[src/rtl/spi_pkg.sv]
// Shared SPI definitions: FSM state encoding and default word/synchronizer sizing.
// Used by both the SPI slave and the SPI master.
package spi_pkg;

  typedef enum logic {
    IDLE   = 1'b0,
    ACTIVE = 1'b1
  } spi_state_t;

  localparam int SPI_DATA_WIDTH  = 16;
  localparam int SPI_SYNC_STAGES = 2;

endpackage

[src/rtl/spi_slave_if.sv]
// Four-wire SPI bus; the master drives sclk/ss_n/mosi and the slave drives miso.
interface spi_slave_if;

  logic sclk;
  logic ss_n;
  logic mosi;
  logic miso;

  modport master (output sclk, output ss_n, output mosi, input miso);
  modport slave  (input sclk, input ss_n, input mosi, output miso);

endinterface

[src/rtl/spi_sync.sv]
// Multi-flop synchronizer for one asynchronous input, with a selectable reset level.
module spi_sync #(
  parameter int   STAGES    = 2,
  parameter logic RESET_VAL = 1'b0
) (
  input  logic clk,
  input  logic reset_n,
  input  logic i_async,
  output logic o_sync
);

  // Fewer than two flops does not give metastability a full cycle to settle
  localparam int DEPTH = (STAGES < 2) ? 2 : STAGES;

  logic [DEPTH-1:0] r_chain;

  always_ff @(posedge clk or negedge reset_n) begin
    if (!reset_n) begin
      r_chain <= {DEPTH{RESET_VAL}};
    end else begin
      r_chain <= {r_chain[DEPTH-2:0], i_async};
    end
  end

  assign o_sync = r_chain[DEPTH-1];

endmodule

[src/rtl/spi_slave.sv]
// SPI slave, all four CPOL/CPHA modes, oversampling sclk/ss_n/mosi in the clk domain.
// Supports back-to-back words under one ss_n and a persistent, resendable tx buffer.
module spi_slave
  import spi_pkg::*;
#(
  parameter int DATA_WIDTH  = SPI_DATA_WIDTH,
  parameter int SYNC_STAGES = SPI_SYNC_STAGES
) (
  input  logic                  clk,
  input  logic                  reset_n,
  input  logic                  cpol,
  input  logic                  cpha,
  input  logic [DATA_WIDTH-1:0] tx_data,
  input  logic                  tx_load,
  spi_slave_if.slave            spi,
  output logic                  busy,
  output logic [DATA_WIDTH-1:0] rx_data,
  output logic                  rx_valid
);

  localparam int                CNT_W    = $clog2(DATA_WIDTH + 1);
  localparam logic [CNT_W-1:0]  LAST_BIT = CNT_W'(DATA_WIDTH - 1);

  logic w_sclk_s;
  logic w_ss_n_s;
  logic w_mosi_s;

  spi_sync #(.STAGES(SYNC_STAGES), .RESET_VAL(1'b0)) u_sync_sclk (
    .clk     (clk),
    .reset_n (reset_n),
    .i_async (spi.sclk),
    .o_sync  (w_sclk_s)
  );

  spi_sync #(.STAGES(SYNC_STAGES), .RESET_VAL(1'b1)) u_sync_ss_n (
    .clk     (clk),
    .reset_n (reset_n),
    .i_async (spi.ss_n),
    .o_sync  (w_ss_n_s)
  );

  spi_sync #(.STAGES(SYNC_STAGES), .RESET_VAL(1'b0)) u_sync_mosi (
    .clk     (clk),
    .reset_n (reset_n),
    .i_async (spi.mosi),
    .o_sync  (w_mosi_s)
  );

  spi_state_t              r_state;
  spi_state_t              w_state_next;
  logic                    r_sclk_d;
  logic                    r_cpol;
  logic                    r_cpha;
  logic [CNT_W-1:0]        r_bit_cnt;
  logic [DATA_WIDTH-1:0]   r_tx_buffer;
  logic [DATA_WIDTH-1:0]   r_tx_shift;
  logic [DATA_WIDTH-2:0]   r_rx_shift;
  logic [DATA_WIDTH-1:0]   r_rx_data;
  logic                    r_rx_valid;
  logic                    w_miso;

  logic                    w_edge;
  logic                    w_lead;
  logic                    w_trail;
  logic                    w_sample;
  logic                    w_shift;
  logic [DATA_WIDTH-1:0]   w_tx_src;

  // Leading edge leaves the idle level, trailing edge returns to it
  assign w_edge   = w_sclk_s ^ r_sclk_d;
  assign w_lead   = w_edge & (w_sclk_s != r_cpol);
  assign w_trail  = w_edge & (w_sclk_s == r_cpol);
  assign w_sample = r_cpha ? w_trail : w_lead;
  assign w_shift  = r_cpha ? w_lead  : w_trail;
  assign w_tx_src = tx_load ? tx_data : r_tx_buffer;

  always_ff @(posedge clk or negedge reset_n) begin
    if (!reset_n) begin
      r_state <= IDLE;
    end else begin
      r_state <= w_state_next;
    end
  end

  always_comb begin
    w_state_next = r_state;
    case (r_state)
      IDLE:    if (!w_ss_n_s) w_state_next = ACTIVE;
      ACTIVE:  if (w_ss_n_s)  w_state_next = IDLE;
      default: w_state_next = IDLE;
    endcase
  end

  always_comb begin
    busy   = 1'b0;
    w_miso = 1'b0;
    if (r_state == ACTIVE) begin
      busy   = 1'b1;
      w_miso = r_tx_shift[DATA_WIDTH-1];
    end
  end

  assign spi.miso = w_miso;
  assign rx_data  = r_rx_data;
  assign rx_valid = r_rx_valid;

  always_ff @(posedge clk or negedge reset_n) begin
    if (!reset_n) begin
      r_sclk_d    <= 1'b0;
      r_cpol      <= 1'b0;
      r_cpha      <= 1'b0;
      r_bit_cnt   <= '0;
      r_tx_buffer <= '0;
      r_tx_shift  <= '0;
      r_rx_shift  <= '0;
      r_rx_data   <= '0;
      r_rx_valid  <= 1'b0;
    end else begin
      r_sclk_d   <= w_sclk_s;
      r_rx_valid <= 1'b0;
      if (tx_load) begin
        r_tx_buffer <= tx_data;
      end
      case (r_state)
        IDLE: begin
          if (!w_ss_n_s) begin
            r_cpol     <= cpol;
            r_cpha     <= cpha;
            r_bit_cnt  <= '0;
            r_tx_shift <= w_tx_src;
          end
        end
        ACTIVE: begin
          // A deselect in the same cycle as an sclk edge drops the edge
          if (!w_ss_n_s) begin
            if (w_sample) begin
              r_rx_shift <= {r_rx_shift[DATA_WIDTH-3:0], w_mosi_s};
              if (r_bit_cnt == LAST_BIT) begin
                r_rx_data  <= {r_rx_shift, w_mosi_s};
                r_rx_valid <= 1'b1;
                r_bit_cnt  <= '0;
                r_tx_shift <= w_tx_src;
              end else begin
                r_bit_cnt <= r_bit_cnt + CNT_W'(1);
              end
            end else if (w_shift && (r_bit_cnt != '0)) begin
              r_tx_shift <= {r_tx_shift[DATA_WIDTH-2:0], 1'b0};
            end
          end
        end
        default: ;
      endcase
    end
  end

endmodule

[src/flat_wrapper.sv]
// flat-port wrapper written by rule: the top's interface ports become plain ports
module spi_slave_flat import spi_pkg::*;
#(
  parameter int DATA_WIDTH  = SPI_DATA_WIDTH,
  parameter int SYNC_STAGES = SPI_SYNC_STAGES
)
  (clk, reset_n, cpol, cpha, tx_data, tx_load, busy, rx_data, rx_valid, spi_sclk, spi_ss_n, spi_mosi, spi_miso);
  spi_slave_if spi_i ();
  input  logic clk;
  input  logic reset_n;
  input  logic cpol;
  input  logic cpha;
  input  logic [DATA_WIDTH-1:0] tx_data;
  input  logic tx_load;
  output logic busy;
  output logic [DATA_WIDTH-1:0] rx_data;
  output logic rx_valid;
  input wire logic [$bits(spi_i.sclk)-1:0] spi_sclk;
  input wire logic [$bits(spi_i.ss_n)-1:0] spi_ss_n;
  input wire logic [$bits(spi_i.mosi)-1:0] spi_mosi;
  output wire logic [$bits(spi_i.miso)-1:0] spi_miso;
  assign spi_i.sclk = spi_sclk;
  assign spi_i.ss_n = spi_ss_n;
  assign spi_i.mosi = spi_mosi;
  assign spi_miso = spi_i.miso;
  spi_slave #(.DATA_WIDTH(DATA_WIDTH), .SYNC_STAGES(SYNC_STAGES)) u_core (.clk(clk), .reset_n(reset_n), .cpol(cpol), .cpha(cpha), .tx_data(tx_data), .tx_load(tx_load), .spi(spi_i), .busy(busy), .rx_data(rx_data), .rx_valid(rx_valid));
endmodule
[config.mk]
export PLATFORM = sky130hd
export DESIGN_NAME = spi_slave_flat
export DESIGN_NICKNAME = d
export VERILOG_FILES = /design/src/rtl/spi_pkg.sv /design/src/rtl/spi_slave_if.sv /design/src/rtl/spi_sync.sv /design/src/rtl/spi_slave.sv /design/src/flat_wrapper.sv
export SDC_FILE = /design/constraint.sdc
export NUM_CORES = 1
export LEC_CHECK = 0
export ABC_AREA = 1
export ABC_CLOCK_PERIOD_IN_PS = 4640
export CORE_UTILIZATION = 55
export CTS_CLUSTER_DIAMETER = 120
export DETAILED_ROUTE_END_ITERATION = 7
export DONT_BUFFER_PORTS = 1
export MAX_ROUTING_LAYER = met4
export PLACE_DENSITY = 0.73
export SLEW_MARGIN = 20
export SYNTH_ARGS = -nofsm -noshare
export SYNTH_HDL_FRONTEND = slang
export SYNTH_SLANG_ARGS = --single-unit
[constraint.sdc]
create_clock -name clk -period 4.64 [get_ports clk]
set_input_delay 0.464 -clock clk [delete_from_list [all_inputs] [get_ports clk]]
set_output_delay 0.464 -clock clk [all_outputs]
set_load 0.1 [all_outputs]
==> qor.json <==
{
  "status": {
    "status": "finished with violations",
    "failed_checks": "negative hold slack"
  },
  "global_route": {
    "vias_in_the_first_global_route": 2354,
    "grt_overflow": 0,
    "grt_use_total": 0.211,
    "antenna_violations_before_repair": 0,
    "grt_max_degree": 80,
    "global_route_wire_length_before_repair_microns": 10300
  },
  "setup_path": {
    "reg2regPathDepth": 8,
    "worstPathMaxFanout": 22,
    "worst_r2r_endpoint": "u_core.rx_data[0]",
    "crit_slowest_cell": "inv_1",
    "reg2reg_setup_slack_ns": 2.57,
    "regToRegStartpoint": "u_core.r_cpha",
    "required_ns": 4.18,
    "end_kind": "primary output",
    "start_kind": "flop",
    "timing_worst_setup_path_type": "reg -> out",
    "arrival_time_of_data_at_the_critical_path_endpoint_ns": 1.88,
    "path_cells": "buf_4 -> nand2_1 -> inv_1",
    "highest_cell_delay_on_the_worst_timing_path_ns": 0.63,
    "crit_start": "u_core.r_state"
  },
  "synth": {
    "yosysTopAreaCellShare": 0.551,
    "netlist_top_cells_area": "dfrtp_1, nand2_1, inv_1, o21ai_0, nand3b_1",
    "postSynth.asyncResetShare": 1.00,
    "synth-main-ff-cell": "dfrtp_1",
    "syn-instance-count": 419,
    "yosysUniqueCellTypes": 24,
    "synthesis.nets": 445,
    "synthesized_area_per_cell_sq_um": 8.34,
    "post-synth-top-area-cell": "dfrtp_1",
    "synth-seq-cells": 79,
    "synth_enable_flop_cells": 0,
    "synth_area_sq_um": 3500,
    "sequential_element_share_of_the_synthesized_area": 0.566,
    "yosys_warnings": 0
  },
  "sta": {
    "finalCriticalPeriod_ns": 2.35,
    "setup_viol": 0,
    "rsz_0062_raised_after_global_routing": "false",
    "finalHoldViolations": 4,
    "final.period_utilization": 0.505,
    "worst-slew-pin-transition_ns": 0.934,
    "max-slew-margin-rel": 0.377,
    "hold-worst-slack_ns": -0.00462,
    "final-max-slew-violation-count": 0,
    "fmax_ghz": 0.426,
    "clock_skew_ns": 0.0136,
    "final.setup.tns_ns": 0
  },
  "final_layout": {
    "nets": 444,
    "layout.cell_area.non_filler_sq_um": 3770,
    "syn_to_final_growth_pct": 7.87,
    "antenna-diode-count": 0,
    "finalCoreUtilization": 0.626,
    "mostFrequentLayoutCells": "nand2_1, dfrtp_1, inv_1",
    "layout_commonest_cell": "nand2_1",
    "layout_cells_sized_above_1": 0.0804
  },
  "cts": {
    "worst_skew_pair.late_latency_ns": 0.35,
    "ctsLongestPathBuffers": 2,
    "cts_bufs_inserted": 9,
    "worst_path_clk_slew_ns": 0.08,
    "cts_root_buffer": "clkbuf_8",
    "postCtsResizedCells": 0,
    "tritoncts_num_sinks": 79,
    "cts-htree-levels": 3,
    "cts_tree": "done"
  },
  "floorplan": {
    "core_sq_um": 6030,
    "initial_core_util": 0.580,
    "placement_rows": 28,
    "die_height_microns": 81.7,
    "die-area_sq_um": 6680,
    "die-width_microns": 81.7,
    "top_level_ports": 43
  },
  "drt": {
    "drt-wirelength-per-cell_microns": 12.1,
    "vias": 2453,
    "drt_pass1_iterations": 4,
    "drtAntennaViolNets": 0,
    "remaining_drc_errors": 0,
    "post_drt_via_cell_ratio": 4.93,
    "drt_first_iter_violations": 165,
    "routed_wirelength_microns": 6040
  },
  "worst_hold_path": {
    "min-delay-path-class": "in -> async"
  },
  "placed_design": {
    "place.port_buffers": 0,
    "placedInstanceArea_sq_um": 3520,
    "place_hpwl_microns": 3870,
    "finalWeightedCongestion": 0.759
  },
  "power": {
    "power.static_leakage_nw": 2.09,
    "tot_pwr_mw": 1.57,
    "power_density_nw_per_um2": 418,
    "ir_worst_vdd_v": 0.000238
  },
  "job": {
    "max_cap_violations": 0
  }
}
[area by class of cell]
cell class | instances | area, sq um
clock buffer | 9 | 124
clock inverter | 7 | 87.6
fill | 510 | 2250
inverter | 60 | 225
multi-input combinational | 265 | 1210
sequential | 79 | 1980
tap | 75 | 93.8
timing repair buffer | 3 | 50.0
[cells by family after synthesis]
| group | count (synthesis) | synth area share |
|---|---|---|
| simple gates | 235 | 0.295 |
| buf+inv | 75 | 0.0873 |
| xor+xnor | 2 | 0.00501 |
| flops | 79 | 0.566 |
| compound gates | 25 | 0.0358 |
| mux | 1 | 0.00322 |
| fa+ha+maj | 2 | 0.00716 |
[repair_timing]
action                                 4_1_cts  5_1_grt
endpoints found under the hold margin       79        0
hold buffers                                 1        0
setup buffers                                0        0
[synthesized netlist by cell type, types with 3 or more instances]
master,number
nand2_1,183
dfrtp_1,77
inv_1,57
o21ai_0,24
nand3_1,21
nand3b_1,15
buf_2,7
nor2_1,6
clkbuf_1,4
inv_2,3
nand3_2,3
[critical path, delay by kind of cell, from the launching register on]
family | cells | cell delay [ns]
buf+inv | 2 | 1.06
flops | 1 | 0.35
simple gates | 1 | 0.11
[per-stage QoR]
| step | cells | worst slack, ns | hold WS, ns |
|---|---|---|---|
| 2_1_floorplan | 419 | 1.96 | 0.168 |
| 3_3_place_gp | 480 | 2.16 | 0.171 |
| 3_5_place_dp | 480 | 2.03 | 0.170 |
| 4_1_cts | 497 | 2.02 | 0.0117 |
| 5_1_grt | 498 | 2.23 | 0.0204 |
| 6_report | 498 | 2.29 | -0.00462 |
[where the power goes]
group | internal, mW | switching, mW
Combinational | 0.0760 | 0.141
Sequential | 0.769 | 0.0460
Clock | 0.299 | 0.243
Total | 1.14 | 0.430
[registers in the layout (all words and copies together) (netlist names)]
register                    cells
u_core.u_sync_mosi.r_chain      2
u_core.r_rx_shift              15
u_core.r_sclk_d                 1
u_core.r_state                  1
u_core.r_bit_cnt                5
u_core.rx_data                 16
u_core.u_sync_ss_n.r_chain      2
u_core.r_tx_buffer             16
u_core.u_sync_sclk.r_chain      2
u_core.rx_valid                 1
u_core.r_cpol                   1
u_core.r_tx_shift              16
u_core.r_cpha                   1
[worst max-delay path by stage]
stage	end	slack (ns)	cells after the start
finish	spi_miso	2.29	3
global route	spi_miso	2.23	3
CTS	u_core.rx_data[12]	2.02	8
detailed placement	u_core.rx_data[12]	2.03	8
global placement	u_core.rx_data[6]	2.16	8
floorplan	spi_miso	1.96	4
[metal layers]
layer | GRT usage | vias up | wire length (microns)
met5 | - | - | 0
met4 | 0.104 | 0 | 122
met3 | 0.0400 | 11 | 195
met2 | 0.331 | 50 | 2730
met1 | 0.264 | 1127 | 2990
li1 | - | 1265 | -
(Power assumes the default switching activity.)
